## src/rtl/fir_engine.sv

```systemverilog
// fir_engine: run-time configurable FIR core.
// Performs one MAC per cycle against external tap and data RAMs.
// The data RAM is used as a circular sample history.
module fir_engine #(
    parameter  int unsigned pDATA_WIDTH  = 32,
    parameter  int unsigned MAX_TAP_NUM  = 32,
    parameter  int unsigned MAX_DATA_NUM = 1024,
    localparam int unsigned TW           = $clog2(MAX_TAP_NUM),
    localparam int unsigned TNW          = TW + 1,
    localparam int unsigned DNW          = $clog2(MAX_DATA_NUM) + 1
) (
    input  logic                   aclk,
    input  logic                   aresetn,
    input  logic                   ap_start,
    output logic                   ap_done,
    output logic                   ap_idle,
    input  logic [TNW-1:0]         tap_num,
    input  logic [DNW-1:0]         data_num,
    output logic [TW-1:0]          tap_A,
    output logic                   tap_EN,
    input  logic [pDATA_WIDTH-1:0] tap_Do,
    output logic [TW-1:0]          data_A,
    output logic                   data_EN,
    output logic                   data_WE,
    output logic [pDATA_WIDTH-1:0] data_Di,
    input  logic [pDATA_WIDTH-1:0] data_Do,
    input  logic                   ss_tvalid,
    input  logic [pDATA_WIDTH-1:0] ss_tdata,
    input  logic                   ss_tlast,
    output logic                   ss_tready,
    output logic                   sm_tvalid,
    output logic [pDATA_WIDTH-1:0] sm_tdata,
    output logic                   sm_tlast,
    input  logic                   sm_tready
);

    localparam int unsigned W = pDATA_WIDTH;

    typedef enum logic [2:0] {
        S_IDLE, S_CLEAR, S_WAIT_IN, S_CALC, S_OUT, S_DONE
    } state_e;

    state_e         state_q, state_d;
    logic [TNW-1:0] tap_num_q, tap_num_d;
    logic [DNW-1:0] data_num_q, data_num_d;
    logic [TNW-1:0] k_q, k_d;
    logic [TW-1:0]  ptr_q, ptr_d;
    logic [DNW-1:0] cnt_q, cnt_d;
    logic [W-1:0]   acc_q, acc_d;
    logic           mac_vld_q, mac_vld_d;
    logic           tlast_q, tlast_d;
    logic           sm_tvalid_q, sm_tvalid_d;
    logic [W-1:0]   sm_tdata_q, sm_tdata_d;
    logic           sm_tlast_q, sm_tlast_d;
    logic           ap_done_q, ap_done_d;
    logic           ap_idle_q, ap_idle_d;
    logic           ss_tready_q, ss_tready_d;

    logic [W-1:0]   prod_c;
    logic [TW-1:0]  rd_addr_c;
    logic           tap_en_c, data_en_c, data_we_c;
    logic [TW-1:0]  tap_a_c, data_a_c;
    logic [W-1:0]   data_di_c;

    // Low W bits of the product are identical for signed and unsigned operands
    assign prod_c = tap_Do * data_Do;

    // History address for tap k: (ptr - k) mod tap_num
    always_comb begin
        if (k_q <= TNW'(ptr_q)) begin
            rd_addr_c = TW'(TNW'(ptr_q) - k_q);
        end else begin
            rd_addr_c = TW'(TNW'(ptr_q) + tap_num_q - k_q);
        end
    end

    // Next-state, datapath and RAM-port decode
    always_comb begin
        state_d     = state_q;
        tap_num_d   = tap_num_q;
        data_num_d  = data_num_q;
        k_d         = k_q;
        ptr_d       = ptr_q;
        cnt_d       = cnt_q;
        acc_d       = mac_vld_q ? (acc_q + prod_c) : acc_q;
        mac_vld_d   = 1'b0;
        tlast_d     = tlast_q;
        sm_tvalid_d = sm_tvalid_q;
        sm_tdata_d  = sm_tdata_q;
        sm_tlast_d  = sm_tlast_q;
        tap_en_c    = 1'b0;
        tap_a_c     = '0;
        data_en_c   = 1'b0;
        data_we_c   = 1'b0;
        data_a_c    = '0;
        data_di_c   = '0;

        case (state_q)
            S_IDLE: begin
                if (ap_start) begin
                    tap_num_d  = tap_num;
                    data_num_d = data_num;
                    k_d        = '0;
                    if (tap_num == '0 || data_num == '0) begin
                        state_d = S_DONE;
                    end else begin
                        state_d = S_CLEAR;
                    end
                end
            end
            S_CLEAR: begin
                data_en_c = 1'b1;
                data_we_c = 1'b1;
                data_a_c  = TW'(k_q);
                if (k_q == tap_num_q - TNW'(1)) begin
                    state_d = S_WAIT_IN;
                    ptr_d   = '0;
                    cnt_d   = '0;
                end else begin
                    k_d = k_q + TNW'(1);
                end
            end
            S_WAIT_IN: begin
                if (ss_tvalid) begin
                    data_en_c = 1'b1;
                    data_we_c = 1'b1;
                    data_a_c  = ptr_q;
                    data_di_c = ss_tdata;
                    tlast_d   = ss_tlast;
                    acc_d     = '0;
                    k_d       = '0;
                    state_d   = S_CALC;
                end
            end
            S_CALC: begin
                if (k_q != tap_num_q) begin
                    tap_en_c  = 1'b1;
                    tap_a_c   = TW'(k_q);
                    data_en_c = 1'b1;
                    data_a_c  = rd_addr_c;
                    mac_vld_d = 1'b1;
                    k_d       = k_q + TNW'(1);
                end else begin
                    // last product lands in acc_d this cycle
                    state_d     = S_OUT;
                    sm_tvalid_d = 1'b1;
                    sm_tdata_d  = acc_d;
                    sm_tlast_d  = (cnt_q == data_num_q - DNW'(1)) || tlast_q;
                end
            end
            S_OUT: begin
                if (sm_tready) begin
                    sm_tvalid_d = 1'b0;
                    sm_tlast_d  = 1'b0;
                    cnt_d       = cnt_q + DNW'(1);
                    if (TNW'(ptr_q) == tap_num_q - TNW'(1)) begin
                        ptr_d = '0;
                    end else begin
                        ptr_d = ptr_q + TW'(1);
                    end
                    state_d = sm_tlast_q ? S_DONE : S_WAIT_IN;
                end
            end
            S_DONE: begin
                state_d = S_IDLE;
            end
            default: begin
                state_d = S_IDLE;
            end
        endcase

        ap_idle_d   = (state_d == S_IDLE);
        ap_done_d   = (state_d == S_DONE);
        ss_tready_d = (state_d == S_WAIT_IN);
    end

    // State and datapath registers
    always_ff @(posedge aclk or negedge aresetn) begin
        if (!aresetn) begin
            state_q     <= S_IDLE;
            tap_num_q   <= '0;
            data_num_q  <= '0;
            k_q         <= '0;
            ptr_q       <= '0;
            cnt_q       <= '0;
            acc_q       <= '0;
            mac_vld_q   <= 1'b0;
            tlast_q     <= 1'b0;
            sm_tvalid_q <= 1'b0;
            sm_tdata_q  <= '0;
            sm_tlast_q  <= 1'b0;
            ap_done_q   <= 1'b0;
            ap_idle_q   <= 1'b1;
            ss_tready_q <= 1'b0;
        end else begin
            state_q     <= state_d;
            tap_num_q   <= tap_num_d;
            data_num_q  <= data_num_d;
            k_q         <= k_d;
            ptr_q       <= ptr_d;
            cnt_q       <= cnt_d;
            acc_q       <= acc_d;
            mac_vld_q   <= mac_vld_d;
            tlast_q     <= tlast_d;
            sm_tvalid_q <= sm_tvalid_d;
            sm_tdata_q  <= sm_tdata_d;
            sm_tlast_q  <= sm_tlast_d;
            ap_done_q   <= ap_done_d;
            ap_idle_q   <= ap_idle_d;
            ss_tready_q <= ss_tready_d;
        end
    end

    assign ap_done   = ap_done_q;
    assign ap_idle   = ap_idle_q;
    assign ss_tready = ss_tready_q;
    assign sm_tvalid = sm_tvalid_q;
    assign sm_tdata  = sm_tdata_q;
    assign sm_tlast  = sm_tlast_q;
    assign tap_EN    = tap_en_c;
    assign tap_A     = tap_a_c;
    assign data_EN   = data_en_c;
    assign data_WE   = data_we_c;
    assign data_A    = data_a_c;
    assign data_Di   = data_di_c;

endmodule

```

## config.mk

```make
export PLATFORM = sky130hd
export DESIGN_NAME = fir_engine
export DESIGN_NICKNAME = d
export VERILOG_FILES = /design/src/rtl/fir_engine.sv
export SDC_FILE = /design/constraint.sdc
export NUM_CORES = 2
export LEC_CHECK = 0
export BUFFER_PORTS_ARGS = -buffer_cell sky130_fd_sc_hd__buf_2
export CORE_UTILIZATION = 45
export CTS_CLUSTER_SIZE = 25
export DETAILED_ROUTE_END_ITERATION = 8
export PLACE_DENSITY = 0.65
export SYNTH_ARGS = -nofsm -noshare
export SYNTH_HDL_FRONTEND = slang
export SYNTH_SLANG_ARGS = --single-unit
```

## constraint.sdc

```tcl
create_clock -name aclk -period 13.8 [get_ports aclk]
set_input_delay 0.69 -clock aclk [delete_from_list [all_inputs] [get_ports aclk]]
set_output_delay 0.69 -clock aclk [all_outputs]
set_load 0.005 [all_outputs]
```

Yosys cells after proc, flatten, opt, wreduce, memory -nomap -nowiden
Cells that the tools add are included.
Widths: inputs -> output; s select.
{ "word_totals": {"ff_bits": 113, "output_inout_bits": 82, "wordCells": 100} }
{ "classes": {"add_sub_neg": 9, "mul": 1, "n_lt_le_gt_ge": 1, "eq_ne": 17, "mux": 41, "bitwise_logic": 1, "n_reduce_logical": 15} }
{ "ops": {"columns": ["operator", "count"], "rows": [
  ["$mux 32", 5],
  ["$mux 5", 8],
  ["$add 32x32->32", 1],
  ["$mul 32x32->32", 1],
  ["$mux 6", 4],
  ["$pmux 6 s4", 1],
  ["$mux 11", 2],
  ["$pmux 11 s2", 1],
  ["$mux 3", 7],
  ["$pmux 3 s5", 1],
  ["$pmux 5 s3", 1],
  ["$ne 2x2->1 const B", 7],
  ["$add 11x1->11 const B", 1],
  ["$eq 11x11->1", 1],
  ["$logic_not 11->1", 1],
  ["$sub 11x1->11 const B", 1],
  ["$pmux 5 s2", 1],
  ["$sub 5x5->5", 2],
  ["$eq 3x2->1 const B", 3],
  ["$add 6x1->6 const B", 1],
  ["$eq 3x3->1 const B", 2],
  ["$eq 5x6->1", 1],
  ["$eq 6x6->1", 1],
  ["$le 6x5->1", 1],
  ["other kinds (17)", 30]
]} }

Depth between registers and ports, before layout
{ "depth": {"ltp_word": 6, "mapped_depth": 29, "depth_no_buf": 27} }

Least setup slack after synthesis
OpenSTA, ideal clock, no wires.
{ "synth_timing": {"path_kind": "in2reg", "start": "input port data_Do[3]", "end": "register sm_tdata_q[31], in the netlist sm_tdata[31]", "t_arrival_ps": 7120, "required_time_ps": 13736, "path_slack_ps": 6615, "cell_stages": 27, "n_path_buf": 2, "path_cell_list": "clkbuf_1 -> clkbuf_1 -> and2_1 -> fa_1 -> fa_1 -> fa_1 -> inv_1 -> fa_1 -> inv_1 -> fa_1 -> inv_1 -> fa_1 -> inv_1 -> fa_1 -> inv_1 -> fa_1 -> inv_1 -> ha_1 -> and3_1 -> and3_1 -> inv_1 -> a211oi_1 -> o21ai_0 -> a21oi_1 -> or3_1 -> a31oi_1 -> mux2_2"} }
{ "synth_between": {"elab_chain_cells": 3} }
{ "synth_lines": {"columns": ["element", "line_no", "text"], "rows": [
  ["start, declared", "26", "input logic [pDATA_WIDTH-1:0] data_Do,"],
  ["$mul 32x32->32", "66", "assign prod_c = tap_Do * data_Do;"],
  ["$add 32x32->32", "85", "acc_d = mac_vld_q ? (acc_q + prod_c) : acc_q;"],
  ["$mux 32", "85", null],
  ["end signal, assigned", "206", "sm_tdata_q <= sm_tdata_d;"],
  ["end, declared", "53", "logic [W-1:0] sm_tdata_q, sm_tdata_d;"]
]} }
No other way between the ends.
A chain may end at the register's enable or synchronous reset.

Final worst setup path
{ "layout_timing": {"start": "input port data_Do[0]", "end": "register sm_tdata_q[31], in the netlist sm_tdata[31]"} }
Same word-level chain as after synthesis.

==> metrics.md <==
| Metric | Value |
|---|---|
| Maximum number of pins on one net before global-route repair | between 60 and 70 |
| Number of buffers inserted by port buffering | 200 |
| Crit end category | flip-flop |
| Area of the core | roughly 0.050 mm^2 |
| Post-detailed-placement half-perimeter wirelength | roughly 49000 um |
| Filler Cells Inserted | about 4700 |
| Async set-reset flop share out of synthesis | between 90% and 100% |
| Residual antenna-violating net count after detailed routing | 0 |
| Routability congestion estimate from global placement | between 0.9 and 1 |
| Worst-case setup slack after placement | about 6 ns |
| DRC viols | 0 |
| Number of hold violations in the final report | 0 |
| Post-synth cell types | 65 |
| Final count of negative-setup-slack endpoints | 0 |
| Net total in the final layout | between 3000 and 4000 |
| Result of the run | complete, no violations |
| Arrival time of data at the critical path endpoint | between 8 and 9 ns |
| Overall die height | approximately 230 um |
| Post-synth top area cell | sky130_fd_sc_hd__fa_1 |
| GRT Util Overall | 24.98% |
| PostCTS Resize Cnt | 0 |
| Routed wire length | 60640 um |
| Number of hold-repair buffers added at the cts stage | 0 |
| Post-synthesis cell area | approximately 0.023 mm^2 |
| Max clock buf depth | 2 |
| Final sum of negative setup slack | 0 ns |
| Worst hold-check path type | in -> async |
| Ratio of cells with drive above 1 in the final layout | ~10% |
| Total number of clock tree sinks | about 110 |
| Layer with the highest usage after global routing | met2 |
| Top area cells in the synthesized netlist | sky130_fd_sc_hd__fa_1, sky130_fd_sc_hd__dfrtp_1, sky130_fd_sc_hd__and2_1, sky130_fd_sc_hd__inv_1, sky130_fd_sc_hd__ha_1 |
| Via count of the routed design | 17250 |
| Clock buffer count from CTS | 17 |
| Average wire per standard cell | roughly 18 um |
| Via density | 5.211 |
| Global-route wire length before repair | around 99000 um |
| RSZ-0062 raised after global routing | no |
| Gate Count Post-Synth | about 2500 |
| Final Max Tran Viols | 0 |
| Max-Slew Margin vs Limit | 33.13% |
| Crit start category | input port |
| Sequential share of the synthesized area | 12.36% |
| Die X | approximately 230 um |
| Met1 Use GR | 34.16% |
| Area occupied by multi-input gates | 0.01763 mm^2 |
| Worst Reg-to-Reg Cells | 24 |
| Aggregate global routing overflow | 0 |
| Post-CTS setup repair buffer count | 0 |
| Post-synthesis average cell area | 9.065 um^2 |
| Number of synthesized register bits | 113 |
| Startpoint-to-endpoint class of the critical path | in -> reg |
| M3 GR Usage | a little over 4% |
| Net Count, Synth | 3231 |
| Max Cap Violations | 0 |
| Worst clock skew on the final layout | between 0.01 and 0.015 ns |
| Maximum achievable frequency | around 0.13 GHz |
| Worst-path fanout max | 32 |
| Clock latency at the later pin of the worst-skew pair | between 0.4 and 0.5 ns |
| Number of iterations in the first detailed-routing pass | 5 |
| Post-synth top flop | sky130_fd_sc_hd__dfrtp_1 |
| Iter 0 DRT Violations | around 1100 |
| Worst slew pin tran | around 1.0 ns |
| Final hold slack | ~0.28 ns |
| Crit share post-route | between 50% and 60% |
| Top-area cell type share of the netlist area | a little under 40% |
| Met2 Use GR | around 41% |
| Die Outline Area | between 0.05 and 0.06 mm^2 |
| Antenna violations before repair | 8 |
| Number of enable flip-flop cells after synthesis | 0 |
| Effective utilization at floorplan | between 40% and 50% |
| Syn. warnings | 0 |
| Final period demand of the worst path | between 7 and 8 ns |
| Area growth from synthesis to final layout | 9.067% |
| Footprint of the flip-flops and latches | about 0.0028 mm^2 |
| Clock H-tree levels | 4 |
| CTS tree | done |
| Number of placed I/O pins | 201 |
| Row Count | 82 |
| Worst-path clk slew | about 0.060 ns |
| Clock root cell | sky130_fd_sc_hd__clkbuf_16 |
| Required time at the worst-slack endpoint | around 14 ns |
| Fin worst setup slack | around 6.1 ns |
| Vias in the first global route | 18460 |
==> cells in the final DEF, fill, tap and decap left out, types with 3 or more instances in the layout <==
cell type	instances
sky130_fd_sc_hd__mux2i_1	28
sky130_fd_sc_hd__o22ai_1	4
sky130_fd_sc_hd__nand2_1	304
sky130_fd_sc_hd__nor4_1	6
sky130_fd_sc_hd__a22o_1	5
sky130_fd_sc_hd__xor2_1	41
sky130_fd_sc_hd__ha_1	145
sky130_fd_sc_hd__inv_1	520
sky130_fd_sc_hd__nand4_1	7
sky130_fd_sc_hd__fa_1	443
sky130_fd_sc_hd__o21ai_0	75
sky130_fd_sc_hd__o31ai_1	4
sky130_fd_sc_hd__nand2b_1	8
sky130_fd_sc_hd__nor3_1	17
sky130_fd_sc_hd__or2_2	3
sky130_fd_sc_hd__o21a_1	6
sky130_fd_sc_hd__buf_4	6
sky130_fd_sc_hd__o211ai_1	5
sky130_fd_sc_hd__a31oi_1	5
sky130_fd_sc_hd__nor2_1	73
sky130_fd_sc_hd__and2_1	353
sky130_fd_sc_hd__a22oi_1	5
sky130_fd_sc_hd__dfrtp_1	111
sky130_fd_sc_hd__mux2_2	14
sky130_fd_sc_hd__o2111ai_1	3
sky130_fd_sc_hd__clkinv_4	5
sky130_fd_sc_hd__buf_2	199
sky130_fd_sc_hd__clkbuf_16	17
sky130_fd_sc_hd__or3_1	7
sky130_fd_sc_hd__nor2b_1	6
sky130_fd_sc_hd__bufinv_16	5
sky130_fd_sc_hd__nand3_1	16
sky130_fd_sc_hd__a21o_1	19
sky130_fd_sc_hd__a21oi_1	39
sky130_fd_sc_hd__xnor2_1	82
sky130_fd_sc_hd__and3_1	10
==> worst paths after layout <==
check                                   startpoint                       end  slack [ns]
max                                     data_Do[0]  sm_tdata[31]$_DFFE_PN0P_        6.11
min                                        aresetn  tap_num_q[2]$_DFFE_PN0P_        0.28
max reg2reg                    acc_q[18]$_DFF_PN0_  sm_tdata[31]$_DFFE_PN0P_        6.66
min reg2reg                sm_tdata[7]$_DFFE_PN0P_   sm_tdata[7]$_DFFE_PN0P_        0.48
max in group asynchronous                  aresetn       acc_q[23]$_DFF_PN0_       12.23
min in group aclk          sm_tdata[7]$_DFFE_PN0P_   sm_tdata[7]$_DFFE_PN0P_        0.48
==> routing by layer <==
layer  share of wire (%)  wire [um]
met5                0.15         93
met4                 2.2       1316
met3                 6.9       4202
met2                  48      29320
met1                  42      25700
==> synthesized netlist by cell type, types with 2 or more instances <==
cell and n:
sky130_fd_sc_hd__inv_1 520, sky130_fd_sc_hd__fa_1 443, sky130_fd_sc_hd__and2_1 353, sky130_fd_sc_hd__nand2_1 304
sky130_fd_sc_hd__ha_1 145, sky130_fd_sc_hd__dfrtp_1 112, sky130_fd_sc_hd__clkbuf_1 110, sky130_fd_sc_hd__xnor2_1 82
sky130_fd_sc_hd__o21ai_0 75, sky130_fd_sc_hd__nor2_1 73, sky130_fd_sc_hd__xor2_1 41, sky130_fd_sc_hd__a21oi_1 39
sky130_fd_sc_hd__mux2i_1 28, sky130_fd_sc_hd__a21o_1 19, sky130_fd_sc_hd__nand3_1 17, sky130_fd_sc_hd__nor3_1 17
sky130_fd_sc_hd__mux2_2 14, sky130_fd_sc_hd__and3_1 11, sky130_fd_sc_hd__buf_2 8, sky130_fd_sc_hd__nand2b_1 8
sky130_fd_sc_hd__nand4_1 7, sky130_fd_sc_hd__or3_1 7, sky130_fd_sc_hd__nor2b_1 6, sky130_fd_sc_hd__nor4_1 6
sky130_fd_sc_hd__o21a_1 6, sky130_fd_sc_hd__a22o_1 5, sky130_fd_sc_hd__a22oi_1 5, sky130_fd_sc_hd__a31oi_1 5
sky130_fd_sc_hd__o211ai_1 5, sky130_fd_sc_hd__o22ai_1 4, sky130_fd_sc_hd__o31ai_1 4, sky130_fd_sc_hd__nor4b_1 3
sky130_fd_sc_hd__o2111ai_1 3, sky130_fd_sc_hd__or2_2 3, sky130_fd_sc_hd__a211oi_1 2, sky130_fd_sc_hd__buf_1 2
sky130_fd_sc_hd__clkbuf_2 2, sky130_fd_sc_hd__o21bai_1 2, sky130_fd_sc_hd__or4_1 2
==> stage by stage <==
stage	std cells	utilization [%]	cell area (um^2)
floorplan	2524	-	22880
global placement	3278	48.43	24300
detailed placement	3278	48.43	24300
CTS	3310	49.73	24950
global route	3311	49.74	24950
finish	3311	49.74	24950
==> critical path: stages <==
cell and delay [ns]:
sky130_fd_sc_hd__buf_2 0.51, sky130_fd_sc_hd__and2_1 0.25, sky130_fd_sc_hd__fa_1 0.46, sky130_fd_sc_hd__fa_1 0.53, sky130_fd_sc_hd__fa_1 0.50, sky130_fd_sc_hd__inv_1 0.06
sky130_fd_sc_hd__fa_1 0.53, sky130_fd_sc_hd__inv_1 0.05, sky130_fd_sc_hd__fa_1 0.49, sky130_fd_sc_hd__inv_1 0.06, sky130_fd_sc_hd__fa_1 0.54, sky130_fd_sc_hd__inv_1 0.05
sky130_fd_sc_hd__fa_1 0.49, sky130_fd_sc_hd__inv_1 0.07, sky130_fd_sc_hd__fa_1 0.48, sky130_fd_sc_hd__inv_1 0.04, sky130_fd_sc_hd__ha_1 0.34, sky130_fd_sc_hd__a21oi_1 0.17
sky130_fd_sc_hd__o21ai_0 0.14, sky130_fd_sc_hd__nand3_1 0.12, sky130_fd_sc_hd__o211ai_1 0.15, sky130_fd_sc_hd__o21ai_0 0.40, sky130_fd_sc_hd__a21oi_1 0.15, sky130_fd_sc_hd__or3_1 0.40
sky130_fd_sc_hd__a31oi_1 0.19, sky130_fd_sc_hd__mux2_2 0.17
==> flip-flops by register name (all words and copies together) (netlist names) <==
register,flops
sm_tvalid,1
sm_tlast,1
ap_done,1
ap_idle,1
mac_vld_q,1
data_num_q,11
tlast_q,1
state_q,3
ss_tready,1
k_q,6
ptr_q,5
tap_num_q,6
sm_tdata,32
cnt_q,11
acc_q,32
==> cells by family after synthesis <==
family	after synthesis	synth area share, %
AND/OR/NAND/NOR	823	18.31
AO/OA/AOI/OAI	190	5.217
flip-flops	113	12.36
buffers and inverters	643	10.62
XOR/XNOR	125	4.878
multiplexers	42	1.914
adder cells (fa/ha/maj)	588	46.69
==> area by class of cell <==
type                       instances  share of cell area [%]
multi-input combinational       1768                   70.66
sequential                       113                   11.34
inverter                         520                   7.822
timing repair buffer             205                   4.172
tap                              672                   3.369
clock buffer                      20                   1.790
clock inverter                    12                  0.8323
antenna                            1                 0.01003
Power is left out: the tool's default activity adds up to more than one toggle a clock period on the data nets, which glitch-free logic cannot reach.
